### src/rtl/laser_pkg.sv
// Shared definitions for the laser pulse array: channel state encoding and its width.
package laser_pkg;

  localparam int STATE_W = 2;

  typedef enum logic [STATE_W-1:0] {
    ST_IDLE = 2'd0,
    ST_FIRE = 2'd1,
    ST_HOLD = 2'd2
  } state_e;

endpackage

### src/rtl/laser_channel.sv
// One laser channel: one-shot FSM with counter, optional retrigger and (LASER_HOLDOFF_EN) a holdoff state.
module laser_channel
  import laser_pkg::*;
#(
  parameter int W      = 8,
  parameter int RETRIG = 0,
  parameter int HOLD   = 4
) (
  input  logic         CLK,
  input  logic         Reset,
  input  logic         B,
  input  logic [W-1:0] Len,
  output logic         XL,
  output logic         Done
);

  // state_q is the channel's observable FSM state for external checkers.
  state_e       state_q;
  logic [W-1:0] cnt_q;
  logic         xl_q;
  logic         done_q;
  logic         trig;
  logic         reload;

  assign trig   = B && (Len != '0);
  assign reload = (RETRIG != 0) && trig;

`ifdef LASER_HOLDOFF_EN
  // HOLD=0 is treated as a one-cycle holdoff.
  localparam int HW        = (HOLD >= 2) ? $clog2(HOLD) : 1;
  localparam int HOLD_LOAD = (HOLD >= 1) ? HOLD - 1 : 0;
  logic [HW-1:0] hold_q;
`else
  if (HOLD < 0) begin : g_bad_hold
    $error("laser_channel: HOLD must be non-negative");
  end
`endif

  always_ff @(posedge CLK or negedge Reset) begin
    if (!Reset) begin
      state_q <= ST_IDLE;
      cnt_q   <= '0;
      xl_q    <= 1'b0;
      done_q  <= 1'b0;
`ifdef LASER_HOLDOFF_EN
      hold_q  <= '0;
`endif
    end else begin
      done_q <= 1'b0;
      case (state_q)
        ST_IDLE: begin
          if (trig) begin
            state_q <= ST_FIRE;
            cnt_q   <= Len - W'(1);
            xl_q    <= 1'b1;
          end
        end
        ST_FIRE: begin
          // A reload beats the terminal count, so no Done on that edge.
          if (reload) begin
            cnt_q <= Len - W'(1);
          end else if (cnt_q != '0) begin
            cnt_q <= cnt_q - W'(1);
          end else begin
            xl_q   <= 1'b0;
            done_q <= 1'b1;
`ifdef LASER_HOLDOFF_EN
            state_q <= ST_HOLD;
            hold_q  <= HW'(HOLD_LOAD);
`else
            state_q <= ST_IDLE;
`endif
          end
        end
`ifdef LASER_HOLDOFF_EN
        ST_HOLD: begin
          if (hold_q != '0) begin
            hold_q <= hold_q - HW'(1);
          end else begin
            state_q <= ST_IDLE;
          end
        end
`endif
        default: begin
          state_q <= ST_IDLE;
          xl_q    <= 1'b0;
        end
      endcase
    end
  end

  assign XL   = xl_q;
  assign Done = done_q;

endmodule

### src/rtl/laser_pulse_array.sv
// N independent laser one-shot channels sharing one pulse length; holdoff enabled by LASER_HOLDOFF_EN.
module laser_pulse_array
  import laser_pkg::*;
#(
  parameter int N      = 2,
  parameter int W      = 8,
  parameter int RETRIG = 0,
  parameter int HOLD   = 4
) (
  input  logic         CLK,
  input  logic         Reset,
  input  logic [N-1:0] B,
  input  logic [W-1:0] Len,
  output logic [N-1:0] XL,
  output logic [N-1:0] Done
);

  for (genvar i = 0; i < N; i++) begin : g_ch
    laser_channel #(
      .W      (W),
      .RETRIG (RETRIG),
      .HOLD   (HOLD)
    ) u_ch (
      .CLK  (CLK),
      .Reset(Reset),
      .B    (B[i]),
      .Len  (Len),
      .XL   (XL[i]),
      .Done (Done[i])
    );
  end

endmodule

### config.mk
export PLATFORM = sky130hd
export DESIGN_NAME = laser_pulse_array
export DESIGN_NICKNAME = d
export VERILOG_FILES = /design/src/rtl/laser_pkg.sv /design/src/rtl/laser_channel.sv /design/src/rtl/laser_pulse_array.sv
export SDC_FILE = /design/constraint.sdc
export NUM_CORES = 1
export LEC_CHECK = 0
export BUFFER_PORTS_ARGS = -buffer_cell sky130_fd_sc_hd__buf_4
export CAP_MARGIN = 40
export CORE_MARGIN = 2
export CORE_UTILIZATION = 40
export CTS_CLUSTER_DIAMETER = 100
export DETAILED_ROUTE_END_ITERATION = 8
export PLACE_DENSITY = 0.69
export RECOVER_POWER = 100
export SYNTH_ARGS = -nofsm -noshare
export SYNTH_HDL_FRONTEND = slang
export SYNTH_HIERARCHICAL = 1
export SYNTH_SLANG_ARGS = --single-unit
### constraint.sdc
create_clock -name CLK -period 5.8 [get_ports CLK]
set_input_delay 1.16 -clock CLK [delete_from_list [all_inputs] [get_ports CLK]]
set_output_delay 1.16 -clock CLK [all_outputs]
set_load 0.05 [all_outputs]
== After elaboration in Yosys (flattened, before gate mapping) ==
Index checks and enable logic that the tools add are counted.

* Equal/unequal tests: 8
* Shift-type cells: 0
* Muxes and demuxes: 22
* Bitwise operators: 0
* Order comparisons: 0
* Add/sub/neg operators: 3
* Multipliers: 0
* Reduce and logical (&&, ||, !) cells: 13
* Divide/modulo/power cells: 0

{| class="wikitable"
|+ Operators with widths
! kind !! number
|-
| $mux 8 || 4
|-
| $pmux 8 s2 || 2
|-
| $reduce_bool 8->1 || 3
|-
| $sub 8x1->8 const B || 3
|-
| $mux 1 || 8
|-
| $mux 2 || 4
|-
| $ne 2x1->1 const B || 4
|-
| $pmux 2 s2 || 2
|-
| $reduce_and 3->1 || 2
|-
| $eq 2x1->1 const B || 2
|-
| $logic_not 2->1 || 2
|-
| $ne 2x2->1 const B || 2
|-
| $pmux 1 s2 || 2
|-
| $reduce_and 2->1 || 2
|-
| $reduce_bool 2->1 || 2
|-
| $logic_and 1x1->1 || 2
|}

* Flip-flop bits (word level): 24
* Bits of input ports: 12
* Bits in writable memories: 0
* Word-level logic and storage cells: 54
* Memories kept: 0
* Bits in read-only memories: 0
* Latch bits: 0
* Output and inout port bits: 4

== Longest topological paths before layout ==
* Depth in word-level cells: 4
* Depth in mapped cells: 8
* Gate-level depth less buffers: 6

== By module ==
Netlist, hierarchy kept.

{| class="wikitable"
|+ By module, submodules not included
! module !! area an instance (um^2) !! times used !! cells each !! seq. area each (um^2)
|-
| laser_channel || 704.4 || 2 || 74 || 250.2
|}

== Worst setup path before layout ==
No wires, ideal clock.

* Path kind: input to register
* From: input Len[4]
* To: register g_ch[0].u_ch.cnt_q[6]
* Arrival: 2.385 ns
* Slack: 3.290 ns
* Library setup time: 0.125 ns
* Stages: 4
* Required time: 5.675 ns
* Buffers on the path: 0
* Path through: or4_4 o21ai_4 a21oi_2 mux2_4

* Longest elaborated chain between the ends: 4
* Elaborated cells on any way between the ends: 7
* Classes of those cells: 1 x add/sub; 1 x eq/ne; 2 x mux; 3 x reduce/logical

{| class="wikitable"
|+ Ends and longest elaborated chain
! what !! line !! RTL
|-
| start, declared || laser_pulse_array.sv:13 || <nowiki>input logic [W-1:0] Len,</nowiki>
|-
| branches (longest 4 deep; another with $sub 8x1->8) || - ||
|-
| end signal, assigned || laser_channel.sv:54 || <nowiki>cnt_q <= Len - W'(1);</nowiki>
|-
| end signal, assigned || laser_channel.sv:61 || <nowiki>cnt_q <= Len - W'(1);</nowiki>
|-
| end signal, assigned || laser_channel.sv:63 || <nowiki>cnt_q <= cnt_q - W'(1);</nowiki>
|-
| end, declared || laser_channel.sv:19 || <nowiki>logic [W-1:0] cnt_q;</nowiki>
|}

Parallel ways; which one is timed is not known. The select of a mux whose other input is x is not followed.
A chain may end at the register's enable or synchronous reset.

== Final worst setup path ==
Ends and elaborated chain as after synthesis.

==> qor.yml <==
cts_tree: "yes"
fin_skew_ns: 0.005086
first_global_vias: 1145
synth_area_leaders: "dfrtp_1 (36%), xnor2_1 (6.2%), nor2_1 (5.9%)"
start_util: 0.4189
post-route-util: 0.4416
ys_warn_count: 6
die-area_sq_um: 4013
port_buffers: 15
slowest_stage: "o21ai_0"
ir_worst_vdd_v: 0.0001591
ys_seq_area_frac: 0.3552
rsz0062_at_grt: "false"
wirelength_um: 3263
path_clk_slew_ns: 0.12
detail_route.iter0.violations: 43
hold_path.class: "flop to flop"
cts_buffer_depth: 2
wl_per_cell_um: 15.76
vias_per_cell: 5.773
hold_buffers: 0
nets: 176
drive_above_1_share: 0.09317
synth_top_cells_by_count: "nor2_1 (22), dfrtp_1 (20), nor3_1 (10), xnor2_1 (10)"
p_sw_uw: 287.0
drv_cap: 0
ant_nets: 0
yosysTopAreaCell: "dfrtp_1"
layout-area-overhead-vs-synth_pct: 5.417
gr-max-usage-layer: "met2"
tightest_slew_ns: 1.115
min_period_over_period: 0.5553
clkSinkCount: 20
power_frac_seq: 0.404
critPathTopFamily: "compound AO/OA/AOI/OAI gates"
p_sw_frac: 0.4166
dieWidth_um: 63.35
clock.fmax_ghz: 0.3105
grt_pass1_wl_um: 5402
ys_dominant_reg_cell: "dfrtp_1"
critPathMaxStageDelay_ns: 0.78
fp.dieH_um: 63.35
cts_made_buffers: 3
use_met1: 0.2395
yosysMostFrequentCell: "nor2_1"
worstPathMaxFanout: 9
yosysUniqueCellTypes: 34
antenna_found_initial: 0
power_frac_clock: 0.123
clock-root-buffer: "clkbuf_4"
antennaDiodeCount: 0
relSlewSlack: 0.2566
cp_data_required_time_ns: 6.01
power.density_nw_per_um2: 463.8
path_buf_inv: 1
min_path_cells: 1
grt_max_degree: 21
synth_edf_count: 0
slew_viol_final: 0
grt_util_met3: 0.02679
vias: 1195
syn_inst: 148
htreeDepth: 1
async_flop_share: 1.000
setup_viol: 0
worst-path-stages: 5
start_kind: "primary input"
ioPinCount: 16
worstSetupEndpointType: "flop"
place_hpwl_um: 2375
rows: 21
overflow: 0
critical_path_class: "primary input to flop"
place_congestion: 0.8779
drc: 0
status: "finished clean"
setup-tns-final_ns: 0
cellLeakagePower_uw: 0.0006195
cts_setup_buffers: 0
p_comb_frac: 0.473
synth.cell_area_sq_um: 1409
path_cells: "clkbuf_1 -> or4_1 -> o21ai_0 -> a21oi_1 -> mux2_4"
intPower_uw: 401.9
post_cts_resized: 0
hold_viol: 0
firstDrtPassIters: 4
clock_latency_ns: 0.32
grtUsageMet2: 0.2566
core_sq_um: 3363
worstRegToRegCells: 4
synth.avg_cell_area_sq_um: 9.519
min_period_ns: 3.221
syn-num-nets: 162
gr-usage-all-layers: 0.1709
yosys.area.top_type_share: 0.3552
cp_data_arrival_time_ns: 3.43
ys_ff_latch: 20
==> placed cells by master (no fill, tap or decap), drive strengths merged <==
cell / synthesis / routed
nor2: 22 / 22
dfrtp: 20 / 20
nor3: 10 / 10
xnor2: 10 / 10
clkbuf: 2 / 10
buf: 4 / 9
mux2i: 8 / 8
a21oi: 8 / 8
nand2: 8 / 8
o21ai: 6 / 6
o22ai: 6 / 6
or4: 4 / 4
a211oi: 4 / 4
xor2: 4 / 4
or3: 2 / 2
or4b: 2 / 2
nor4: 2 / 2
inv: 2 / 2
a221oi: 2 / 2
nand3: 2 / 2
o311a: 2 / 2
a311o: 2 / 2
nand2b: 2 / 2
mux2: 2 / 2
a31oi: 2 / 2
and2b: 2 / 2
a221o: 2 / 2
nor3b: 2 / 2
a22o: 2 / 2
ha: 2 / 2
==> cell type report <==
cell class,instances,area [sq um]
Inverter,2,7.507
Sequential cell,20,500.5
Tap cell,46,57.56
Multi-Input combinational cell,120,793.3
Clock buffer,4,36.28
Fill cell,347,1878
Timing Repair Buffer,15,90.09
==> cells by family after synthesis <==
family / after synthesis / synth area share
adder cells (fa/ha/maj): 2 / 0.01776
buffers and inverters: 8 / 0.02842
flip-flops: 20 / 0.3552
AO/OA/AOI/OAI: 36 / 0.1954
AND/OR/NAND/NOR: 58 / 0.2380
multiplexers: 10 / 0.07816
XOR/XNOR: 14 / 0.08703
==> routing by layer <==
| layer | vias up | part of all wire |
|---|---|---|
| li1 | 579 | - |
| met1 | 582 | 0.51 |
| met2 | 29 | 0.44 |
| met3 | 5 | 0.032 |
| met4 | 0 | 0.019 |
| met5 | - | 0 |
==> worst paths after layout <==
check                      slack, ns                                start                                end
max                             2.58                               Len[4]  g_ch[0].u_ch/cnt_q[6]$_DFFE_PN0P_
min                             0.53    g_ch[1].u_ch/cnt_q[4]$_DFFE_PN0P_  g_ch[1].u_ch/cnt_q[4]$_DFFE_PN0P_
min in group asynchronous       1.02                                Reset  g_ch[0].u_ch/cnt_q[5]$_DFFE_PN0P_
max in group asynchronous       4.12                                Reset  g_ch[0].u_ch/cnt_q[6]$_DFFE_PN0P_
min reg2reg                     0.53    g_ch[1].u_ch/cnt_q[4]$_DFFE_PN0P_  g_ch[1].u_ch/cnt_q[4]$_DFFE_PN0P_
max reg2reg                     3.12  g_ch[1].u_ch/state_q[0]$_DFFE_PN0P_  g_ch[1].u_ch/cnt_q[6]$_DFFE_PN0P_
==> flip-flops by register name, summed over array words and instances, names as in the netlist <==
signal             count
g_ch.u_ch/cnt_q       16
g_ch.u_ch/state_q      2
g_ch.u_ch/Done         2
==> worst reg2reg max path, cell delays in order (launching register included) <==
cell	delay, ns
dfrtp_1	0.73
or4b_1	0.56
nor4_1	0.63
a21oi_1	0.29
mux2_4	0.37
==> power groups by stage <==
| stage | Clock (uW) | Combinational (uW) | Sequential [uW] |
|---|---|---|---|
| 4_1_cts | 86.5 | 349 | 283 |
| 3_5_place_dp | 0 | 347 | 286 |
| 2_1_floorplan | 0 | 285 | 266 |
| 3_3_place_gp | 0 | 341 | 281 |
| 5_1_grt | 91.7 | 360 | 287 |
| 6_report | 84.8 | 326 | 278 |
==> per-stage QoR <==
stage | setup WS, ns | std cells | hold WS [ns] | area, sq um | power (uW)
final | 2.579 | 207 | 0.5257 | 1485 | 688.8
after global routing | 2.438 | 207 | 0.5521 | 1485 | 738.4
after CTS | 3.272 | 207 | 0.5306 | 1583 | 718.4
after detailed placement | 3.038 | 203 | 0.4978 | 1546 | 632.7
after global placement | 3.086 | 203 | 0.4901 | 1546 | 622.2
after floorplan | 3.290 | 148 | 0.4660 | 1409 | 551.2
Power figures use the tool's default switching activity.
